<file path="src/rtl/ram_sdp.sv">
// ram_sdp
//   Simple dual-port RAM: one write port and one synchronous read port,
//   DSIZE x DEPTH. The read is registered and sees the old contents when it
//   addresses the word being written on the same edge.
//   The read register clears on Reset so the delayed output starts at zero.
// Ports
//   Clock   in   1       rising-edge clock
//   Reset   in   1       asynchronous, active-high; clears the read register only
//   we      in   1       write enable
//   waddr   in   ASIZE   write address
//   wdata   in   DSIZE   write data
//   re      in   1       read enable; read register holds when low
//   raddr   in   ASIZE   read address
//   rdata   out  DSIZE   registered read data
module ram_sdp #(
    parameter  int DSIZE = 6,
    parameter  int DEPTH = 16,
    localparam int ASIZE = $clog2(DEPTH)
) (
    input  logic             Clock,
    input  logic             Reset,
    input  logic             we,
    input  logic [ASIZE-1:0] waddr,
    input  logic [DSIZE-1:0] wdata,
    input  logic             re,
    input  logic [ASIZE-1:0] raddr,
    output logic [DSIZE-1:0] rdata
);

    logic [DSIZE-1:0] mem [DEPTH];
    logic [DSIZE-1:0] rdata_q, rdata_d;

    always_ff @(posedge Clock) begin
        if (we) begin
            mem[waddr] <= wdata;
        end
    end

    always_comb begin
        rdata_d = rdata_q;
        if (re) begin
            rdata_d = mem[raddr];
        end
    end

    always_ff @(posedge Clock or posedge Reset) begin
        if (Reset) begin
            rdata_q <= '0;
        end else begin
            rdata_q <= rdata_d;
        end
    end

    assign rdata = rdata_q;

endmodule

</file>
<file path="src/rtl/ram_var_delay_reader.sv">
// ram_var_delay_reader
//   Variable-depth RAM delay line with a programmable read tap. Each accepted
//   Din sample is written into a circular RAM; Q returns the sample accepted
//   Delay samples earlier. Q_valid is only raised once that many samples have
//   been written since reset, so unwritten or pre-reset RAM words never show.
// Ports
//   Clock      in   1      rising-edge clock
//   Reset      in   1      asynchronous, active-high reset
//   Din        in   DSIZE  input sample
//   Din_valid  in   1      accept Din this cycle (shift enable)
//   Delay      in   ASIZE  requested delay in accepted samples; 0 acts as 1
//   Q          out  DSIZE  delayed sample, registered
//   Q_valid    out  1      Q holds a genuinely written sample, registered
module ram_var_delay_reader #(
    parameter  int DSIZE = 6,
    parameter  int DEPTH = 16,
    localparam int ASIZE = $clog2(DEPTH)
) (
    input  logic             Clock,
    input  logic             Reset,
    input  logic [DSIZE-1:0] Din,
    input  logic             Din_valid,
    input  logic [ASIZE-1:0] Delay,
    output logic [DSIZE-1:0] Q,
    output logic             Q_valid
);

    logic [ASIZE-1:0] wp_q, wp_d;
    logic [ASIZE-1:0] fill_q, fill_d;
    logic [ASIZE-1:0] delay_q, delay_d;
    logic             q_valid_q, q_valid_d;
    logic [ASIZE-1:0] rd_addr;

    always_comb begin
        delay_d   = (Delay == '0) ? ASIZE'(1) : Delay;
        wp_d      = wp_q;
        fill_d    = fill_q;
        q_valid_d = q_valid_q;
        // Tap address trails the write pointer; 1 <= delay_q <= DEPTH-1 keeps it
        // off the word being written this edge.
        rd_addr   = wp_q - delay_q;
        if (Din_valid) begin
            wp_d      = wp_q + ASIZE'(1);
            fill_d    = (fill_q == ASIZE'(DEPTH - 1)) ? fill_q : fill_q + ASIZE'(1);
            // fill_q counts samples already written before this one, so the
            // tap word is genuine exactly when fill_q reaches the delay.
            q_valid_d = (fill_q >= delay_q);
        end
    end

    always_ff @(posedge Clock or posedge Reset) begin
        if (Reset) begin
            wp_q      <= '0;
            fill_q    <= '0;
            delay_q   <= ASIZE'(1);
            q_valid_q <= 1'b0;
        end else begin
            wp_q      <= wp_d;
            fill_q    <= fill_d;
            delay_q   <= delay_d;
            q_valid_q <= q_valid_d;
        end
    end

    ram_sdp #(
        .DSIZE(DSIZE),
        .DEPTH(DEPTH)
    ) u_ram (
        .Clock (Clock),
        .Reset (Reset),
        .we    (Din_valid),
        .waddr (wp_q),
        .wdata (Din),
        .re    (Din_valid),
        .raddr (rd_addr),
        .rdata (Q)
    );

    assign Q_valid = q_valid_q;

endmodule
</file>
<file path="config.mk">
export PLATFORM = sky130hd
export DESIGN_NAME = ram_var_delay_reader
export DESIGN_NICKNAME = d
export VERILOG_FILES = /design/src/rtl/ram_sdp.sv /design/src/rtl/ram_var_delay_reader.sv
export SDC_FILE = /design/constraint.sdc
export NUM_CORES = 1
export LEC_CHECK = 0
export CELL_PAD_IN_SITES_DETAIL_PLACEMENT = 2
export CELL_PAD_IN_SITES_GLOBAL_PLACEMENT = 2
export CORE_ASPECT_RATIO = 1.5
export CORE_MARGIN = 2
export CORE_UTILIZATION = 35
export CTS_CLUSTER_SIZE = 8
export DETAILED_ROUTE_END_ITERATION = 8
export DONT_BUFFER_PORTS = 1
export GPL_ROUTABILITY_DRIVEN = 0
export GPL_TIMING_DRIVEN = 0
export PLACE_DENSITY = 0.61
export SETUP_SLACK_MARGIN = 0.5
export SLEW_MARGIN = 20
export SYNTH_ARGS = -nofsm -noshare
export SYNTH_HDL_FRONTEND = slang
export SYNTH_SLANG_ARGS = --single-unit
export TNS_END_PERCENT = 100
</file>
<file path="constraint.sdc">
create_clock -name Clock -period 3.34 [get_ports Clock]
set_input_delay 0.334 -clock Clock [delete_from_list [all_inputs] [get_ports Clock]]
set_output_delay 0.334 -clock Clock [all_outputs]
set_load 0.05 [all_outputs]
</file>
# After elaboration in Yosys (flattened, before gate mapping)
# Memory sizes are Yosys's and may differ from the RTL's. A register that Yosys moved wholly into a read port is not among the register bits.
# Index checks and enable logic that the tools add are counted.
[word_totals] reg_bits=13 ram_bits=96 inputBits=13 out_inout_bits=7 word_cells=16 n_memories=1
[memory_table] name="u_ram.mem" words=16 word_bits=6 rd=1 rd_ports_with_merged_regs=1 wr=1 line_no="ram_sdp.sv:30" rtl="logic [DSIZE-1:0] mem [DEPTH];"
[classes] n_addsub=3 n_lt_le_gt_ge=1 eq_ne=1 n_mux=3 bitwise=1 reduce_logical=2
[op_table] cell="$add A4 B1 Y4 const B" n=2
[op_table] cell="$eq A4 B4 Y1 const B" n=1
[op_table] cell="$ge A4 B4 Y1" n=1
[op_table] cell="$logic_not A4 Y1" n=1
[op_table] cell="$mux W4" n=1
[op_table] cell="$sub A4 B4 Y4" n=1
[op_table] cell="$mux W1" n=2
[op_table] cell="$reduce_and A2 Y1" n=1
[op_table] cell="$not A1 Y1" n=1

# Logic depth before layout (Yosys ltp)
[depth] depth_word=3 depth_mapped=10 ltp_nobuf=8

# Modules after synthesis
# Synthesis repeated with hierarchy kept, for this count alone.
[hier_totals] hier_cells=250 area_unflattened_um2=4724.5
[by_module_without_submodules] module="ram_sdp" n_inst=1 cells_each=186 area_per_inst_um2=4020.1 seq_area_each_um2=3032.9
[by_module_without_submodules] module="ram_var_delay_reader" n_inst=1 cells_each=64 area_per_inst_um2=704.4 seq_area_each_um2=326.6

# Least setup slack after synthesis
# OpenSTA, ideal clock, no wires.
[synth_path] path_type="register to register" from="register wp_q[0]" to="register u_ram.rdata_q[0] (netlist: u_ram.rdata[0]), read port of u_ram.mem" setup_time_ns=0.145 arrival_time_ns=2.245 required_time_ns=3.195 slack_ns=0.950 path_stages_with_launch=10 path_buffers=2 synth_period_minus_slack_ns=2.390 cell_sequence="dfrtp_1 > inv_1 > ha_1 > inv_1 > fa_1 > clkbuf_2 > clkbuf_1 > mux4_2 > mux2i_1 > o221ai_1"
[synth_between] elab_chain_cells=1
[synth_rtl] element="start, declared" line_no="ram_var_delay_reader.sv:28" rtl="logic [ASIZE-1:0] wp_q, wp_d;"
[synth_rtl] element="start signal, assigned" line_no="ram_var_delay_reader.sv:58" rtl="wp_q <= wp_d;"
[synth_rtl] element="$sub A4 B4 Y4" line_no="ram_var_delay_reader.sv:41" rtl="rd_addr = wp_q - delay_q;"
[synth_rtl] element="end, declared" line_no="ram_sdp.sv:31" rtl="logic [DSIZE-1:0] rdata_q, rdata_d;"
# Every way passes these cells.
# A chain may end at the register's enable or synchronous reset.

# Final worst setup path
[layout_path] from="register wp_q[0]" to="register u_ram.rdata_q[3] (netlist: u_ram.rdata[3]), read port of u_ram.mem"
# The elaborated chain is that of the path after synthesis.

==> summary by stage <==
Status
The run finished with clean final reports.

Critical path
The startpoint identified for the worst register-to-register timing path is wp_q[0]$_DFFE_PP0P_. The classification of the worst setup path is reg2reg. In this run the worst path has a maximum fanout of 10.

Measured in cells, the most critical reg-to-reg path has a length of 10. The worst setup path is captured at a flop. The start point of the critical path is wp_q[0]$_DFFE_PP0P_. The arrival time of data at the critical path endpoint is 3.01 ns. For the worst setup path, the data required time is 3.59 ns. The element type at the critical path start is a flop. The worst register-to-register path has a setup slack of 0.58 ns.

The endpoint of the worst-slack reg-to-reg timing path is u_ram.rdata[3]$_DFFE_PP0P_.

Yosys
The largest area contributor in the synthesized netlist is sky130_fd_sc_hd__edfxtp_1. The number of synthesis warnings is 0. Sequential cells were found to cover 69.6% of the synthesized design area. Synthesis produced a netlist with a net count of 290.

The synthesized flop and latch total is 115. The post-synthesis cell type count is 33. The gate count of the mapped netlist is 264.

In this run, synthesis inferred 96 flip-flops with an integrated enable. The share of async-settable or async-resettable flops after synthesis is 16.5%. After synthesis, the largest area contributor takes up 59.8% of total cell area. The most used flip-flop cell after synthesis is sky130_fd_sc_hd__edfxtp_1. The mapped netlist covers 4820 um2. The average size of a mapped cell is 18.3 um2.

By area the synthesized netlist is led by sky130_fd_sc_hd__edfxtp_1, sky130_fd_sc_hd__dfrtp_1, sky130_fd_sc_hd__mux4_2.

Cells and area
The total of fill cells in the finished design is 1245. The cell area after layout is 5670 um2. Compared with the post-synthesis result, the final layout area differs by 17.6%. 0 antenna diodes ended up in the layout. The ratio of cells with drive above 1 in the final layout is 23.2%. The net count of the finished layout is 310. In the final layout, the multi-input gates occupy 1320 um2. Once layout is complete, the cells apart from fillers number 459. The storage element area is 3360 um2.

CTS
The post-CTS setup buffer count is 0. TritonCTS built the clock tree. The source-to-sink clock delay at the later pin of the worst-skew pair is 0.40 ns. The number of H-tree branching levels is 4. For this design, the sink count on the clock tree is 115. The total CTS buffers is 17.

After clock tree synthesis, the clock-pin slew on the worst setup and hold paths is 0.06 ns. The number of buffers on the longest clock path is 2. The CTS root buffer is sky130_fd_sc_hd__clkbuf_16.

Run
Max-cap violations in this run came to 0.

Timing
The number of pins exceeding their max-slew limit in the final report is 0. After routing, the total negative slack on setup checks comes to 0 ns. The headroom to the max-slew limit is 48.6%. The final critical path takes up 82.5% of the cycle. The number of setup violations in the final report is 0. Subtracting the final worst setup slack from the clock period gives 2.76 ns. Setup repair after global routing could not meet its margin everywhere. For the pin with the worst max-slew slack, the measured transition is 0.770 ns. For the final database, setup skew stands at 0.00965 ns.

The maximum operating frequency is 0.363 GHz. The hold violation count in the final report is 0.

Die
The floorplan step set the die height to 148 um. The number of rows created at floorplan is 52. The I/O pin count is 20. The total area inside the core boundary comes to 13500 um2. Once the floorplan was initialized, standard cells occupied 35.8% of the core. The floorplan step set the die width to 99.9 um. The overall die area is 14800 um2.

Placed design
The number of instances in the placed design is 426. The instance area at placement is 5030 um2. In this run the tool buffered the top-level ports with 0 buffer cells. The final HPWL from detailed placement is 7680 um.

Worst hold path
The worst hold path cell count is 0. For hold timing, the worst endpoint is u_ram.mem[15][2]$_DFFE_PP_. The path class of the tightest hold or removal check is in2reg. The worst min-delay path startpoint is Din[2].

Routing
After detailed routing, the total wire length is 10900 um. For this block, the initial DRC count from the detailed router was 172. For this block, the via count after detailed routing is 2381. The count of unresolved DRC violations after routing is 0. Before antenna repair, the detailed router went through 4 iterations. The number of antenna-violating nets in the routed design is 0. The via density per instance is 5.19. The average routed wire per standard cell is 23.8 um.

Power and ir drop
Power spread over the standard cell area amounts to 987 nW/um2. The analysis attributes to cell leakage a power of 2.04 nW. The worst supply voltage drop on vdd is 0.000373 V.

Global routing
The number of antenna violations at the first check in global routing is 0. Global routing used 16.2% of the available tracks. The wire length of the first global-routing pass is 16900 um. The leftover overflow at the end of global routing is 0. The pin count of the biggest net entering global routing is 20. The number of global-route vias before repair is 2741.
[layout by cell type, fill, tap and decap left out, drive strengths merged, types with 4 or more instances in the layout]
master	n
and2	16
o221ai	6
ha	12
nor2	4
inv	24
o21ai	8
mux4	24
clkbuf	21
mux2i	6
buf	8
edfxtp	96
nand2	6
a21oi	6
mux2	7
nor3	5
dfrtp	18
[sequential cells by signal (all words and copies together), names as in the netlist]
register,flops
delay_q,4
u_ram.mem,96
wp_q,4
u_ram.rdata,6
Q_valid,1
fill_q,4
[final cells by class]
| class | instances | share of cell area (%) |
|---|---|---|
| Tap cell | 162 | 3.57 |
| Clock buffer | 17 | 7.50 |
| Timing Repair Buffer | 1 | 0.176 |
| Buffer | 12 | 1.70 |
| Multi-Input combinational cell | 120 | 23.2 |
| Inverter | 17 | 1.12 |
| Clock inverter | 15 | 3.44 |
| Sequential cell | 115 | 59.2 |
[power breakdown]
part	internal, mW	switching, mW	total [mW]
sequential	1.77	0.281	2.05
combinational	0.804	0.859	1.66
clock	1.20	0.693	1.89
total	3.77	1.83	5.60
[metrics by stage]
step	power [mW]	worst slack [ns]	hold WS (ns)	utilization [%]
global placement	3.66	0.356	0.400	37.3
detailed placement	3.72	0.245	0.398	37.3
CTS	5.66	0.507	0.0111	42.0
floorplan	3.21	0.950	0.284	-
finish	5.60	0.583	0.0262	42.1
global route	5.88	0.489	0.00388	42.1
[worst max path at each step]
stage	end
final	u_ram.rdata[3]$_DFFE_PP0P_
after global routing	u_ram.rdata[2]$_DFFE_PP0P_
after CTS	u_ram.rdata[4]$_DFFE_PP0P_
after detailed placement	u_ram.rdata[1]$_DFFE_PP0P_
after global placement	u_ram.rdata[2]$_DFFE_PP0P_
after floorplan	u_ram.rdata[0]$_DFFE_PP0P_
[critical path, cell delays in order, from the launching register on]
cell,delay (ns)
sky130_fd_sc_hd__dfrtp_2,0.45
sky130_fd_sc_hd__inv_2,0.10
sky130_fd_sc_hd__ha_1,0.18
sky130_fd_sc_hd__inv_1,0.06
sky130_fd_sc_hd__fa_1,0.48
sky130_fd_sc_hd__clkbuf_4,0.20
sky130_fd_sc_hd__buf_8,0.16
sky130_fd_sc_hd__mux4_1,0.34
sky130_fd_sc_hd__mux2_2,0.30
sky130_fd_sc_hd__o21ai_1,0.17
sky130_fd_sc_hd__o221ai_1,0.17
[cells by family (layout without fill, tap and decap cells)]
group,Yosys count,in the layout,share of synthesized area (%)
xor gates and xnor gates,6,6,1.09
and+or+nand+nor,40,40,4.51
adders and majority gates,13,13,3.53
buffers and inverters,29,62,3.16
muxes,37,37,14.9
DFF,115,115,69.6
AOI/OAI and AO/OA,24,24,3.14
[synth_stat cells, drive strengths merged, types with 2 or more instances]
library cell  instances
a21o                  2
nand2                 6
edfxtp               96
or2                   2
ha                   12
buf                   7
a21oi                 6
xnor2                 3
nand4                 2
inv                  17
xor2                  3
nor2                  4
and2                 16
o221ai                6
mux2                  7
clkbuf                5
nor3                  5
mux4                 24
mux2i                 6
o21ai                 8
dfrtp                18
nor2b                 2
[timing repair]
action,4_1_cts,5_1_grt
gates cloned,0,0
setup endpoints to repair,6,5
hold endpoints to repair,18,0
hold buffers,1,0
gates resized for setup,8,7
[per-layer routing]
layer,GRT usage [%],vias up,wire (um),part of all wire [%]
met5,0,-,0,0
met4,4.73,0,94,0.86
met3,4.26,5,404,3.7
met2,29.0,43,6070,56
met1,18.9,1261,4350,40
li1,-,1072,-,-
Note: power is estimated with default switching activity, not from simulation.
